**config.mk**
```make
export PLATFORM = sky130hd
export DESIGN_NAME = imem_arbiter_flat
export DESIGN_NICKNAME = d
export VERILOG_FILES = /design/src/rtl/imem_arbiter_if.sv /design/src/rtl/imem_arbiter.sv /design/src/flat_wrapper.sv
export SDC_FILE = /design/constraint.sdc
export NUM_CORES = 1
export LEC_CHECK = 0
export ABC_AREA = 1
export CAP_MARGIN = 30
export CORE_MARGIN = 2
export CORE_UTILIZATION = 36
export CTS_CLUSTER_DIAMETER = 30
export DETAILED_ROUTE_END_ITERATION = 7
export GPL_ROUTABILITY_DRIVEN = 0
export PLACE_DENSITY_LB_ADDON = 0.25
export REMOVE_ABC_BUFFERS = 1
export SYNTH_ARGS = -nofsm -noshare
export SYNTH_HDL_FRONTEND = slang
export SYNTH_SLANG_ARGS = --single-unit
export TNS_END_PERCENT = 20
```
**constraint.sdc**
```tcl
create_clock -name clk -period 8.4 [get_ports clk]
set_clock_uncertainty 0.2 [all_clocks]
set_input_delay 1.68 -clock clk [delete_from_list [all_inputs] [get_ports clk]]
set_output_delay 1.68 -clock clk [all_outputs]
set_load 0.01 [all_outputs]
```
**src/rtl/imem_arbiter_if.sv**
```systemverilog
// imem_arbiter_if: request/response bus for both ports plus the memory-side
// strobes of imem_arbiter. The arbiter connects through the slave modport; the
// requesters and the memory sit on the master side.
interface imem_arbiter_if #(
    parameter int ADDR_W = 16,
    parameter int DATA_W = 32
);
    logic              p0_req;
    logic [ADDR_W-1:0] p0_addr;
    logic              p0_gnt;
    logic [DATA_W-1:0] p0_rdata;
    logic              p0_rvalid;

    logic              p1_req;
    logic              p1_we;
    logic [ADDR_W-1:0] p1_addr;
    logic [DATA_W-1:0] p1_wdata;
    logic              p1_gnt;
    logic [DATA_W-1:0] p1_rdata;
    logic              p1_rvalid;

    logic [ADDR_W-1:0] mem_addr;
    logic [DATA_W-1:0] mem_wdata;
    logic              mem_wn;
    logic              mem_rd;
    logic [DATA_W-1:0] mem_rdata;
    logic              busy;

    modport slave (
        input  p0_req, p0_addr, p1_req, p1_we, p1_addr, p1_wdata, mem_rdata,
        output p0_gnt, p0_rdata, p0_rvalid, p1_gnt, p1_rdata, p1_rvalid,
               mem_addr, mem_wdata, mem_wn, mem_rd, busy
    );

    modport master (
        output p0_req, p0_addr, p1_req, p1_we, p1_addr, p1_wdata, mem_rdata,
        input  p0_gnt, p0_rdata, p0_rvalid, p1_gnt, p1_rdata, p1_rvalid,
               mem_addr, mem_wdata, mem_wn, mem_rd, busy
    );
endinterface

```
**src/rtl/imem_arbiter.sv**
```systemverilog
// imem_arbiter: two-port arbiter and access sequencer for the instruction
// memory. Port 0 fetches (read-only); port 1 loads/debugs (read/write).
// One access at a time: ISSUE drives the strobes for one cycle, WAIT covers
// the memory read latency, RESP pulses rvalid and re-arbitrates.
// Build option: define IMEM_ARB_RR_EN for round-robin arbitration; otherwise
// port 1 has fixed priority over port 0.
module imem_arbiter #(
    parameter int ADDR_W = 16,
    parameter int DATA_W = 32,
    parameter int RD_LAT = 1
) (
    input  logic          clk,
    input  logic          rst,
    imem_arbiter_if.slave bus
);
    localparam logic [2:0] LAT_C = 3'(RD_LAT);

    typedef enum logic [1:0] {
        S_IDLE  = 2'd0,
        S_ISSUE = 2'd1,
        S_WAIT  = 2'd2,
        S_RESP  = 2'd3
    } state_e;

    state_e            state_q, state_d;
    logic              cur_port_q, cur_port_d;
    logic              cur_we_q, cur_we_d;
    logic [2:0]        cnt_q, cnt_d;
    logic              p0_gnt_q, p0_gnt_d, p1_gnt_q, p1_gnt_d;
    logic              p0_rvalid_q, p0_rvalid_d, p1_rvalid_q, p1_rvalid_d;
    logic [DATA_W-1:0] p0_rdata_q, p0_rdata_d, p1_rdata_q, p1_rdata_d;
    logic [ADDR_W-1:0] mem_addr_q, mem_addr_d;
    logic [DATA_W-1:0] mem_wdata_q, mem_wdata_d;
    logic              mem_wn_q, mem_wn_d, mem_rd_q, mem_rd_d;
    logic              busy_q, busy_d;
    logic              any_req_s, win_port_s, sel_port_s, grant_s;

    assign any_req_s = bus.p0_req | bus.p1_req;

`ifdef IMEM_ARB_RR_EN
    logic last_q, last_d;

    // Round-robin pick: on a tie the port not served last wins
    always_comb begin
        if (bus.p0_req && bus.p1_req) begin
            win_port_s = ~last_q;
        end else if (bus.p1_req) begin
            win_port_s = 1'b1;
        end else begin
            win_port_s = 1'b0;
        end
    end
`else
    // Fixed priority pick: the loader port always beats the fetch port
    always_comb begin
        if (bus.p1_req) begin
            win_port_s = 1'b1;
        end else begin
            win_port_s = 1'b0;
        end
    end
`endif

    // Next state, latched request fields and next values of all outputs
    always_comb begin
        state_d     = state_q;
        cur_port_d  = cur_port_q;
        cur_we_d    = cur_we_q;
        cnt_d       = cnt_q;
        mem_addr_d  = mem_addr_q;
        mem_wdata_d = mem_wdata_q;
        p0_rdata_d  = p0_rdata_q;
        p1_rdata_d  = p1_rdata_q;
        p0_gnt_d    = 1'b0;
        p1_gnt_d    = 1'b0;
        p0_rvalid_d = 1'b0;
        p1_rvalid_d = 1'b0;
        mem_wn_d    = 1'b0;
        mem_rd_d    = 1'b0;
        grant_s     = 1'b0;
        sel_port_s  = win_port_s;
`ifdef IMEM_ARB_RR_EN
        last_d      = last_q;
`endif
        case (state_q)
            S_IDLE, S_RESP: begin
                state_d = S_IDLE;
                grant_s = any_req_s;
            end
            S_ISSUE: begin
                if (cur_we_q) begin
                    // The port being granted still holds req this cycle; that
                    // request is the one being served, so only the other port
                    // can be a pending request for a back-to-back grant.
                    state_d    = S_IDLE;
                    sel_port_s = ~cur_port_q;
                    if (cur_port_q) begin
                        grant_s = bus.p0_req;
                    end else begin
                        grant_s = bus.p1_req;
                    end
                end else begin
                    state_d = S_WAIT;
                    cnt_d   = LAT_C;
                end
            end
            S_WAIT: begin
                if (cnt_q == 3'd1) begin
                    state_d = S_RESP;
                    if (cur_port_q) begin
                        p1_rdata_d  = bus.mem_rdata;
                        p1_rvalid_d = 1'b1;
                    end else begin
                        p0_rdata_d  = bus.mem_rdata;
                        p0_rvalid_d = 1'b1;
                    end
                end else begin
                    cnt_d = cnt_q - 3'd1;
                end
            end
            default: begin
                state_d = S_IDLE;
            end
        endcase

        if (grant_s) begin
            state_d    = S_ISSUE;
            cur_port_d = sel_port_s;
            if (sel_port_s) begin
                cur_we_d    = bus.p1_we;
                mem_addr_d  = bus.p1_addr;
                mem_wdata_d = bus.p1_wdata;
                p1_gnt_d    = 1'b1;
                mem_wn_d    = bus.p1_we;
                mem_rd_d    = ~bus.p1_we;
            end else begin
                cur_we_d   = 1'b0;
                mem_addr_d = bus.p0_addr;
                p0_gnt_d   = 1'b1;
                mem_rd_d   = 1'b1;
            end
`ifdef IMEM_ARB_RR_EN
            last_d = sel_port_s;
`endif
        end else begin
            cur_port_d = cur_port_q;
        end

        busy_d = (state_d == S_ISSUE) || (state_d == S_WAIT);
    end

    // State and output registers; reset clears everything and drops any pending read
    always_ff @(posedge clk or posedge rst) begin
        if (rst) begin
            state_q     <= S_IDLE;
            cur_port_q  <= 1'b0;
            cur_we_q    <= 1'b0;
            cnt_q       <= 3'd0;
            p0_gnt_q    <= 1'b0;
            p1_gnt_q    <= 1'b0;
            p0_rvalid_q <= 1'b0;
            p1_rvalid_q <= 1'b0;
            p0_rdata_q  <= {DATA_W{1'b0}};
            p1_rdata_q  <= {DATA_W{1'b0}};
            mem_addr_q  <= {ADDR_W{1'b0}};
            mem_wdata_q <= {DATA_W{1'b0}};
            mem_wn_q    <= 1'b0;
            mem_rd_q    <= 1'b0;
            busy_q      <= 1'b0;
`ifdef IMEM_ARB_RR_EN
            last_q      <= 1'b0;
`endif
        end else begin
            state_q     <= state_d;
            cur_port_q  <= cur_port_d;
            cur_we_q    <= cur_we_d;
            cnt_q       <= cnt_d;
            p0_gnt_q    <= p0_gnt_d;
            p1_gnt_q    <= p1_gnt_d;
            p0_rvalid_q <= p0_rvalid_d;
            p1_rvalid_q <= p1_rvalid_d;
            p0_rdata_q  <= p0_rdata_d;
            p1_rdata_q  <= p1_rdata_d;
            mem_addr_q  <= mem_addr_d;
            mem_wdata_q <= mem_wdata_d;
            mem_wn_q    <= mem_wn_d;
            mem_rd_q    <= mem_rd_d;
            busy_q      <= busy_d;
`ifdef IMEM_ARB_RR_EN
            last_q      <= last_d;
`endif
        end
    end

    assign bus.p0_gnt    = p0_gnt_q;
    assign bus.p1_gnt    = p1_gnt_q;
    assign bus.p0_rvalid = p0_rvalid_q;
    assign bus.p1_rvalid = p1_rvalid_q;
    assign bus.p0_rdata  = p0_rdata_q;
    assign bus.p1_rdata  = p1_rdata_q;
    assign bus.mem_addr  = mem_addr_q;
    assign bus.mem_wdata = mem_wdata_q;
    assign bus.mem_wn    = mem_wn_q;
    assign bus.mem_rd    = mem_rd_q;
    assign bus.busy      = busy_q;
endmodule

```
**src/flat_wrapper.sv**
```systemverilog
// flat-port wrapper written by rule: the top's interface ports become plain ports
module imem_arbiter_flat 
#(
    parameter int ADDR_W = 16,
    parameter int DATA_W = 32,
    parameter int RD_LAT = 1
)
  (clk, rst, bus_p0_req, bus_p0_addr, bus_p1_req, bus_p1_we, bus_p1_addr, bus_p1_wdata, bus_mem_rdata, bus_p0_gnt, bus_p0_rdata, bus_p0_rvalid, bus_p1_gnt, bus_p1_rdata, bus_p1_rvalid, bus_mem_addr, bus_mem_wdata, bus_mem_wn, bus_mem_rd, bus_busy);
  imem_arbiter_if #(.ADDR_W(ADDR_W), .DATA_W(DATA_W)) bus_i ();
  input  logic clk;
  input  logic rst;
  input wire logic [$bits(bus_i.p0_req)-1:0] bus_p0_req;
  input wire logic [$bits(bus_i.p0_addr)-1:0] bus_p0_addr;
  input wire logic [$bits(bus_i.p1_req)-1:0] bus_p1_req;
  input wire logic [$bits(bus_i.p1_we)-1:0] bus_p1_we;
  input wire logic [$bits(bus_i.p1_addr)-1:0] bus_p1_addr;
  input wire logic [$bits(bus_i.p1_wdata)-1:0] bus_p1_wdata;
  input wire logic [$bits(bus_i.mem_rdata)-1:0] bus_mem_rdata;
  output wire logic [$bits(bus_i.p0_gnt)-1:0] bus_p0_gnt;
  output wire logic [$bits(bus_i.p0_rdata)-1:0] bus_p0_rdata;
  output wire logic [$bits(bus_i.p0_rvalid)-1:0] bus_p0_rvalid;
  output wire logic [$bits(bus_i.p1_gnt)-1:0] bus_p1_gnt;
  output wire logic [$bits(bus_i.p1_rdata)-1:0] bus_p1_rdata;
  output wire logic [$bits(bus_i.p1_rvalid)-1:0] bus_p1_rvalid;
  output wire logic [$bits(bus_i.mem_addr)-1:0] bus_mem_addr;
  output wire logic [$bits(bus_i.mem_wdata)-1:0] bus_mem_wdata;
  output wire logic [$bits(bus_i.mem_wn)-1:0] bus_mem_wn;
  output wire logic [$bits(bus_i.mem_rd)-1:0] bus_mem_rd;
  output wire logic [$bits(bus_i.busy)-1:0] bus_busy;
  assign bus_i.p0_req = bus_p0_req;
  assign bus_i.p0_addr = bus_p0_addr;
  assign bus_i.p1_req = bus_p1_req;
  assign bus_i.p1_we = bus_p1_we;
  assign bus_i.p1_addr = bus_p1_addr;
  assign bus_i.p1_wdata = bus_p1_wdata;
  assign bus_i.mem_rdata = bus_mem_rdata;
  assign bus_p0_gnt = bus_i.p0_gnt;
  assign bus_p0_rdata = bus_i.p0_rdata;
  assign bus_p0_rvalid = bus_i.p0_rvalid;
  assign bus_p1_gnt = bus_i.p1_gnt;
  assign bus_p1_rdata = bus_i.p1_rdata;
  assign bus_p1_rvalid = bus_i.p1_rvalid;
  assign bus_mem_addr = bus_i.mem_addr;
  assign bus_mem_wdata = bus_i.mem_wdata;
  assign bus_mem_wn = bus_i.mem_wn;
  assign bus_mem_rd = bus_i.mem_rd;
  assign bus_busy = bus_i.busy;
  imem_arbiter #(.ADDR_W(ADDR_W), .DATA_W(DATA_W), .RD_LAT(RD_LAT)) u_core (.clk(clk), .rst(rst), .bus(bus_i));
endmodule
```
==> results of run 1 <==
## metal layers
metal	vias to the layer above	track usage [%]	share of wire, %
met2	227	27.8	44
met1	2148	25.5	45
met5	-	0	0
met4	0	7.14	1.8
met3	21	6.06	9.1
li1	2256	-	-
## area by class of cell
type | count | area [sq um] | share of cell area (%)
clock buffers | 20 | 447 | 5.52
clock inverters | 12 | 144 | 1.78
inverters | 52 | 200 | 2.47
multi-input cells | 364 | 1680 | 20.8
flip-flops and latches | 126 | 3150 | 39.0
well taps | 184 | 230 | 2.84
repair buffers | 223 | 2230 | 27.6
## critical path, delay by kind of cell
family,cells,cell delay (ns)
buffers and inverters,2,0.55
AND/OR/NAND/NOR,6,1.65
## power by group through the flow
stage | Sequential (mW) | Clock (mW) | Combinational, mW
floorplan | 1.19 | 0 | 0.523
CTS | 1.08 | 0.739 | 1.43
global route | 1.12 | 0.769 | 1.57
finish | 1.08 | 0.723 | 1.41
global placement | 1.08 | 0 | 1.39
detailed placement | 1.08 | 0 | 1.44
## placed cells by master, fill, tap and decap left out
cell type | Yosys | final
clkdlybuf4s50_1 | 0 | 219
inv_1 | 50 | 49
clkinvlp_4 | 0 | 2
a21boi_0 | 1 | 1
inv_4 | 1 | 2
clkbuf_1 | 11 | 2
buf_12 | 0 | 1
a21oi_1 | 2 | 2
nand3_4 | 1 | 1
nor2_1 | 3 | 3
bufinv_16 | 0 | 3
nand2_2 | 3 | 5
clkinv_4 | 0 | 1
buf_4 | 1 | 3
clkbuf_8 | 0 | 1
xor2_1 | 1 | 1
clkinv_1 | 1 | 1
nand3_2 | 1 | 1
ha_1 | 5 | 5
nand2_1 | 205 | 203
clkinv_2 | 0 | 6
dfrtp_1 | 126 | 126
nand2_4 | 2 | 2
clkbuf_16 | 0 | 17
o21ai_0 | 71 | 71
nand4_1 | 32 | 32
nand3_1 | 37 | 37
## registers in the layout, indices dropped and copies added (netlist names)
signal                flops
u_core.bus.mem_addr      16
u_core.bus.p0_rdata      32
u_core.cur_we_q           1
u_core.cur_port_q         1
u_core.bus.p0_rvalid      1
u_core.bus.mem_rd         1
u_core.bus.p1_rdata      32
u_core.bus.mem_wdata     32
u_core.bus.busy           1
u_core.bus.p1_gnt         1
u_core.bus.p0_gnt         1
u_core.state_q            2
u_core.bus.p1_rvalid      1
u_core.bus.mem_wn         1
u_core.cnt_q              3
## worst max path at each step
stage          slack (ns)                       end  cells past startpoint
6_report             4.56   u_core.bus.mem_wdata[6]                      8
5_1_grt              4.24   u_core.bus.mem_wdata[8]                      8
4_1_cts              4.56   u_core.bus.mem_wdata[6]                      8
3_5_place_dp         4.12   u_core.bus.mem_wdata[6]                      8
3_3_place_gp         4.19  u_core.bus.mem_wdata[31]                      8
2_1_floorplan        3.16           u_core.bus.busy                      1
## synthesized netlist by cell type
library cell / count / area, sq um
ha_1: 5 / 62.6
a21boi_0: 1 / 7.51
o21ai_0: 71 / 355
nand2_2: 3 / 18.8
nand2_4: 2 / 22.5
a21oi_1: 2 / 10.0
buf_4: 1 / 7.51
nand2_1: 205 / 769
inv_1: 50 / 188
nand4_1: 32 / 200
buf_6: 5 / 56.3
dfrtp_1: 126 / 3150
buf_2: 18 / 90.1
clkinv_1: 1 / 3.75
xor2_1: 1 / 8.76
clkbuf_1: 11 / 41.3
nand3_4: 1 / 17.5
nand3_1: 37 / 185
inv_4: 1 / 6.26
nand3_2: 1 / 10.0
nor2_1: 3 / 11.3
## kinds of logic after synthesis
family                   Yosys count  synth area share, %
flip-flops                       126                 60.3
XOR/XNOR                           1                0.168
buffers and inverters             87                 7.52
adder cells (fa/ha/maj)            5                 1.20
AND/OR/NAND/NOR                  284                 23.6
AO/OA/AOI/OAI                     74                 7.14
==> metrics.cfg, run 1 <==
[placed_design]
placed_area_sq_mm = 0.00750
port-buffer-count = 219
dp_cells = 949
dpl.hpwl_um = 9730
place_ws_ns = 4.12

[setup_path]
arrival_ns = 3.93
crit_path_top_delay_cell = nand2_2
timing.rr.start = u_core.state_q[1]
crit_path_max_fanout = 51
cp_common_cell = nand2_1
slowest_delay_ns = 0.70
worst-r2r-setup-slack_ns = 5.60
endpoint_kind = flop
critPathKind = primary input to flop
cp-startpoint = bus_p1_req
ff2ff_path_depth = 9
required_ns = 8.49
start_kind = primary input
crit_chain = clkdlybuf4s50_1 > inv_1 > nand2_1 > nand3_1 > nand2_2 > nand3_4 > nand2_1 > nand2_1
reg2reg_to = u_core.bus.mem_wdata[6]

[pwr]
p_seq_share_pct = 33.6
vdd_drop_max_mv = 0.152
combPwrFrac_pct = 44.0
leakagePower_nw = 3.96
switching_share_pct = 35.5
power_mw = 3.22
p_int_mw = 2.08
net-switching-power_mw = 1.14
clkPwrFrac_pct = 22.5
power_density_mw_per_mm2 = 398

[drt]
drc = 0
drtIter0Drc = 343
antenna_left = 0
vias = 4652
routed_wirelength_um = 13900
wl_per_cell_um = 14.2
routed_via_density = 4.74
drtPass1Iterations = 4

[final_layout]
utilization_pct = 56.3
fin_nets = 890
syn_to_final_growth_pct = 54.9
stdcell_area_sq_mm = 0.00809
antenna_cells = 0
n_fill_cell = 1239
fin_cells = 981
drive_gt1_share_pct = 5.65

[global_route]
grt_first_pass_wirelength_um = 23400
grt_max_degree = 66
grt_pass1_vias = 4636
track_usage_pct = 18.7
grt_antenna_before_repair = 0
grt.overflow.total = 0

[clocking]
clk_pin_slew_worst_paths_ns = 0.06
cts_resized = 0
insertion_delay_ns = 0.40
cts_sinks = 126
clockBufferDepth = 2
cts_tree = built
cts_root_buffer = clkbuf_16
htreeDepth = 4
numCtsBuffers = 17
cts_setup_buffers = 0
hold_buffers = 0

[floorplan]
dieArea_sq_mm = 0.0155
num_io_pins = 220
start_util_pct = 36.4
core_area_sq_mm = 0.0144
die_y_um = 124
die_w_um = 124
row_count = 44

[hold_path]
hp-start = u_core.bus.mem_wdata[3]
min_path_cells = 2
hold_path_end = u_core.bus.mem_wdata[3]
hp-class = flop to flop

[sta]
hold_ws_ns = 0.268
tightest_slew_ns = 0.965
setup_slack_ns = 4.56
setup_violations = 0
max_slew_margin_pct = 35.4
fin_crit_sh_pct = 45.7
setup_tns_ns = 0
slew_viol_final = 0
fmax_mhz = 261
rsz0062_at_grt = false
final-hold-violation-count = 0
period_minus_slack_ns = 3.84

[synth]
ys_types = 21
yosysWarningCount = 0
ys_seq_area_share_pct = 60.3
syn_avg_cell_area_sq_um = 9.06
netlist_area_sq_mm = 0.00523
synth-seq-cells = 126
syn_inst = 577

[run_status]
status = finished, final reports clean

[run]
drv_cap = 0

No activity file was read; power rests on OpenSTA's default activity.
==> run 2: changes to the inputs <==
Clock period 8.4 ns to 3.4 ns, I/O delays scaled along.
==> metrics.cfg, run 2 (synthesized netlist as in run 1, its figures left out) <==
[run_status]
status = finished, final reports clean

[drt]
drc = 0
wl_per_cell_um = 14.2
met3WireLength_um = 1160
wl_met2_um = 6200
drtIter0Drc = 352
top_layer_used = met4
routed_wirelength_um = 14000
antenna_left = 0
vias = 4712
wl_met1_um = 6410
drtPass1Iterations = 5
routed_via_density = 4.79

[clocking]
hold_buffers = 0
htreeDepth = 4
insertion_delay_ns = 0.41
clk_pin_slew_worst_paths_ns = 0.05
cts_resized = 0
cts_sinks = 126
cts_tree = built
cts_setup_buffers = 0
clockBufferDepth = 2
cts_root_buffer = clkbuf_16
numCtsBuffers = 17

[final_layout]
syn_to_final_growth_pct = 55.4
seqCellArea_sq_mm = 0.00315
fin_cells = 984
fin_nets = 893
layout_commonest_cell = clkdlybuf4s50_1
antenna_cells = 0
drive_gt1_share_pct = 5.75
n_fill_cell = 1233
multi_input_area_sq_mm = 0.00168
final_cell_mix = 219 x clkdlybuf4s50_1, 203 x nand2_1, 126 x dfrtp_1

[pwr]
switching_share_pct = 35.7
p_int_mw = 5.08
power_mw = 7.89
vdd_drop_max_mv = 0.472
leakagePower_nw = 3.97
combPwrFrac_pct = 44.4
net-switching-power_mw = 2.82
power_density_mw_per_mm2 = 972
clkPwrFrac_pct = 21.8
p_seq_share_pct = 33.8

[sta]
rsz0062_at_grt = false
slew_viol_final = 0
max_slew_margin_pct = 59.7
setup_slack_ns = 0.920
fin_crit_sh_pct = 72.9
hold_ws_ns = 0.268
tightest_slew_ns = 0.605
fmax_mhz = 403
setup_tns_ns = 0
setup_violations = 0
final-hold-violation-count = 0
period_minus_slack_ns = 2.48

[setup_path]
arrival_ns = 2.57
crit_path_max_fanout = 36
required_ns = 3.49
reg2reg_to = u_core.bus.mem_wdata[9]
crit_chain = clkdlybuf4s50_1 > inv_1 > nand2_4 > nand2_4 > inv_4 > nand3_4 > nand2_1 > nand2_1
endpoint_kind = flop
worst-r2r-setup-slack_ns = 0.95
slowest_delay_ns = 0.48
cp-startpoint = bus_p1_req
endpoint = u_core.bus.mem_wdata[9]
start_kind = primary input
timing.rr.start = u_core.state_q[1]
ff2ff_path_depth = 8
crit_path_top_delay_cell = clkdlybuf4s50_1
critPathKind = primary input to flop

[global_route]
grt_antenna_before_repair = 0
grt_first_pass_wirelength_um = 23100
grt.overflow.total = 0
track_usage_pct = 18.5
grt_max_degree = 62
grt_pass1_vias = 4648

[placed_design]
port-buffer-count = 219
dp_cells = 952
dpl.hpwl_um = 9870
place_ws_ns = 0.489

[floorplan]
num_io_pins = 220
core_area_sq_mm = 0.0144
die_w_um = 124
row_count = 44
start_util_pct = 36.4
dieArea_sq_mm = 0.0155
die_y_um = 124

[run]
drv_cap = 0

[hold_path]
hp-class = flop to flop

## run 2: changes by cell type in the layout (fill, tap and decap cells not counted)
cell,delta
clkbuf_1,+2
buf_4,+1
clkinv_2,-3
clkinv_4,+1
clkinvlp_4,+1
buf_12,+2
bufinv_16,-1
## run 2: metrics by stage
stage / util [%] / cell area, sq um
finish: 56.5 / 8120
global route: 56.5 / 8120
CTS: 56.5 / 8120
detailed placement: 52.5 / 7550
global placement: 52.3 / 7510
floorplan: - / 5030
## run 2: worst min-delay path by stage
stage / startpoint / to / slack [ns] / depth (start not counted)
2_1_floorplan: u_core.bus.mem_wdata[0] / u_core.bus.mem_wdata[0] / 0.31 / 2
3_3_place_gp: u_core.bus.mem_wdata[4] / u_core.bus.mem_wdata[4] / 0.26 / 2
3_5_place_dp: u_core.bus.mem_wdata[31] / u_core.bus.mem_wdata[31] / 0.26 / 2
4_1_cts: u_core.bus.mem_wdata[31] / u_core.bus.mem_wdata[31] / 0.27 / 2
5_1_grt: u_core.bus.mem_wdata[21] / u_core.bus.mem_wdata[21] / 0.30 / 2
6_report: u_core.bus.mem_wdata[31] / u_core.bus.mem_wdata[31] / 0.27 / 2
## run 2: worst max-delay path, delay by kind of cell
| kind | cells | cell delay [ns] |
|---|---|---|
| AND/OR/NAND/NOR | 5 | 0.98 |
| buffers and inverters | 3 | 0.90 |
## run 2: layer usage
metal	global-route usage, %	vias to the layer above
met3	5.93	18
li1	-	2271
met2	27.6	229
met4	6.21	0
met1	25.5	2194
met5	0	-
## run 2: power groups by stage
| stage | clock, mW | sequential [mW] | combinational [mW] |
|---|---|---|---|
| finish | 1.72 | 2.67 | 3.50 |
| global route | 1.84 | 2.76 | 3.89 |
| CTS | 1.76 | 2.67 | 3.56 |
| detailed placement | 0 | 2.67 | 3.55 |
| global placement | 0 | 2.66 | 3.45 |
| floorplan | 0 | 2.94 | 1.29 |
## run 2: area by class of cell
| cell class | instances | share of cell area [%] |
|---|---|---|
| Multi-Input combinational cell | 364 | 20.7 |
| Timing Repair Buffer | 226 | 28.1 |
| Sequential cell | 126 | 38.8 |
| Clock inverter | 10 | 1.42 |
| Clock buffer | 22 | 5.59 |
| Inverter | 52 | 2.47 |
| Tap cell | 184 | 2.84 |
==> run 3: changes to the inputs <==
Clock period 3.4 ns to 2.05 ns, I/O delays scaled along.
==> metrics.cfg, run 3 (synthesized netlist as in run 1, its figures left out) <==
[run_status]
status = finished, final reports clean

[clocking]
cts_tree = built
numCtsBuffers = 17
cts_sinks = 126
clk_pin_slew_worst_paths_ns = 0.06
clockBufferDepth = 2
hold_buffers = 0
insertion_delay_ns = 0.41
htreeDepth = 4
cts_root_buffer = clkbuf_16

[pwr]
vdd_drop_max_mv = 0.628
leakagePower_nw = 4.05
power_density_mw_per_mm2 = 1640

[global_route]
grt_pass1_vias = 4779
grt.overflow.total = 0
track_usage_pct = 19.0
grt_antenna_before_repair = 0
grt_first_pass_wirelength_um = 23700
grt_max_degree = 66

[sta]
tightest_slew_ns = 0.302
final-hold-violation-count = 0
fmax_mhz = 510
setup_violations = 0
slew_viol_final = 0
period_minus_slack_ns = 1.96
fin_crit_sh_pct = 95.6
setup_slack_ns = 0.0893
max_slew_margin_pct = 79.8
rsz0062_at_grt = false

[drt]
wl_per_cell_um = 14.4
vias = 4709
drtPass1Iterations = 7
routed_wirelength_um = 14300
drtIter0Drc = 291
antenna_left = 0
routed_via_density = 4.75
drc = 0

[final_layout]
utilization_pct = 57.5
antenna_cells = 0
syn_to_final_growth_pct = 58.2
stdcell_area_sq_mm = 0.00827
layout_commonest_cell = clkdlybuf4s50_1
fin_nets = 900
fin_cells = 991
drive_gt1_share_pct = 6.94
final_cell_mix = 218 x clkdlybuf4s50_1, 203 x nand2_1, 126 x dfrtp_1

[floorplan]
num_io_pins = 220
start_util_pct = 36.4
core_area_sq_mm = 0.0144
row_count = 44
die_w_um = 124
dieArea_sq_mm = 0.0155
die_y_um = 124

[run]
drv_cap = 0

[setup_path]
arrival_ns = 1.35
crit_chain = clkdlybuf4s50_1
start_kind = flop
crit_path_max_fanout = 2
critPathKind = flop to output port
required_ns = 1.44
critPathBufInv = 1
slowest_delay_ns = 0.56
crit_path_top_delay_cell = clkdlybuf4s50_1
worst-r2r-setup-slack_ns = 0.15
timing.rr.start = u_core.state_q[0]
endpoint_kind = output port
critical_path.top_delay_family = buffers and inverters
reg2reg_to = u_core.bus.p1_rdata[17]
ff2ff_path_depth = 7

[placed_design]
placed_area_sq_mm = 0.00768
dpl.hpwl_um = 9910
port-buffer-count = 219
place_ws_ns = 0.0387
dp_cells = 959

[hold_path]
hp-class = primary input to asynchronous set/reset pin

run 3: changes by cell type in the layout (fill, tap and decap cells not counted), sizes merged:
cell,previous run,this run
buf,7,14
inv,51,56
clkbuf,22,18
clkdlybuf4s50,219,218
clkinvlp,3,2
dlymetal6s2s,0,1
run 3: cell type report:
class	instances	area (sq um)
fill	1201	6100
sequential	126	3150
timing repair buffer	233	2410
multi-input combinational	364	1680
clock buffer	18	429
tap	184	230
inverter	52	200
clock inverter	14	159
run 3: how the worst max path moves through the flow:
stage                                 start                  endpoint  slack [ns]  cells after the start
global placement                 bus_p1_req  u_core.bus.mem_wdata[30]        0.06                      8
finish              u_core.bus.p1_rdata[17]          bus_p1_rdata[17]        0.09                      1
floorplan                               rst           u_core.bus.busy       -1.92                      1
detailed placement               bus_p1_req   u_core.bus.mem_wdata[0]        0.04                      8
global route              u_core.state_q[0]   u_core.bus.p1_rdata[17]        0.02                      7
CTS                 u_core.bus.mem_wdata[0]          bus_mem_wdata[0]        0.04                      1
run 3: what timing repair did:
| action | CTS | global route |
|---|---|---|
| setup endpoints to repair | 0 | 1 |
| buffers inserted | 0 | 0 |
| gates resized for setup | 0 | 1 |
run 3: routing by layer:
metal / track usage (%) / part of all wire [%] / up-vias
met2: 29.9 / 46 / 213
met1: 25.6 / 45 / 2205
met4: 5.82 / 0.78 / 0
met5: 0 / 0 / -
li1: - / - / 2284
met3: 5.33 / 8.1 / 7
run 3: per-stage QoR:
stage,TNS [ns],hold slack (ns),power [mW]
floorplan,-265.50,0.297,7.01
global placement,0,0.255,10.5
detailed placement,0,0.261,10.6
CTS,0,0.0693,13.7
global route,0,0.0806,14.5
finish,0,0.0777,13.6
run 3: power by group:
group	total, mW	switching [mW]	internal (mW)
logic	6.14	3.00	3.14
clock network	3.00	1.19	1.81
registers	4.43	0.717	3.71
total	13.6	4.90	8.67
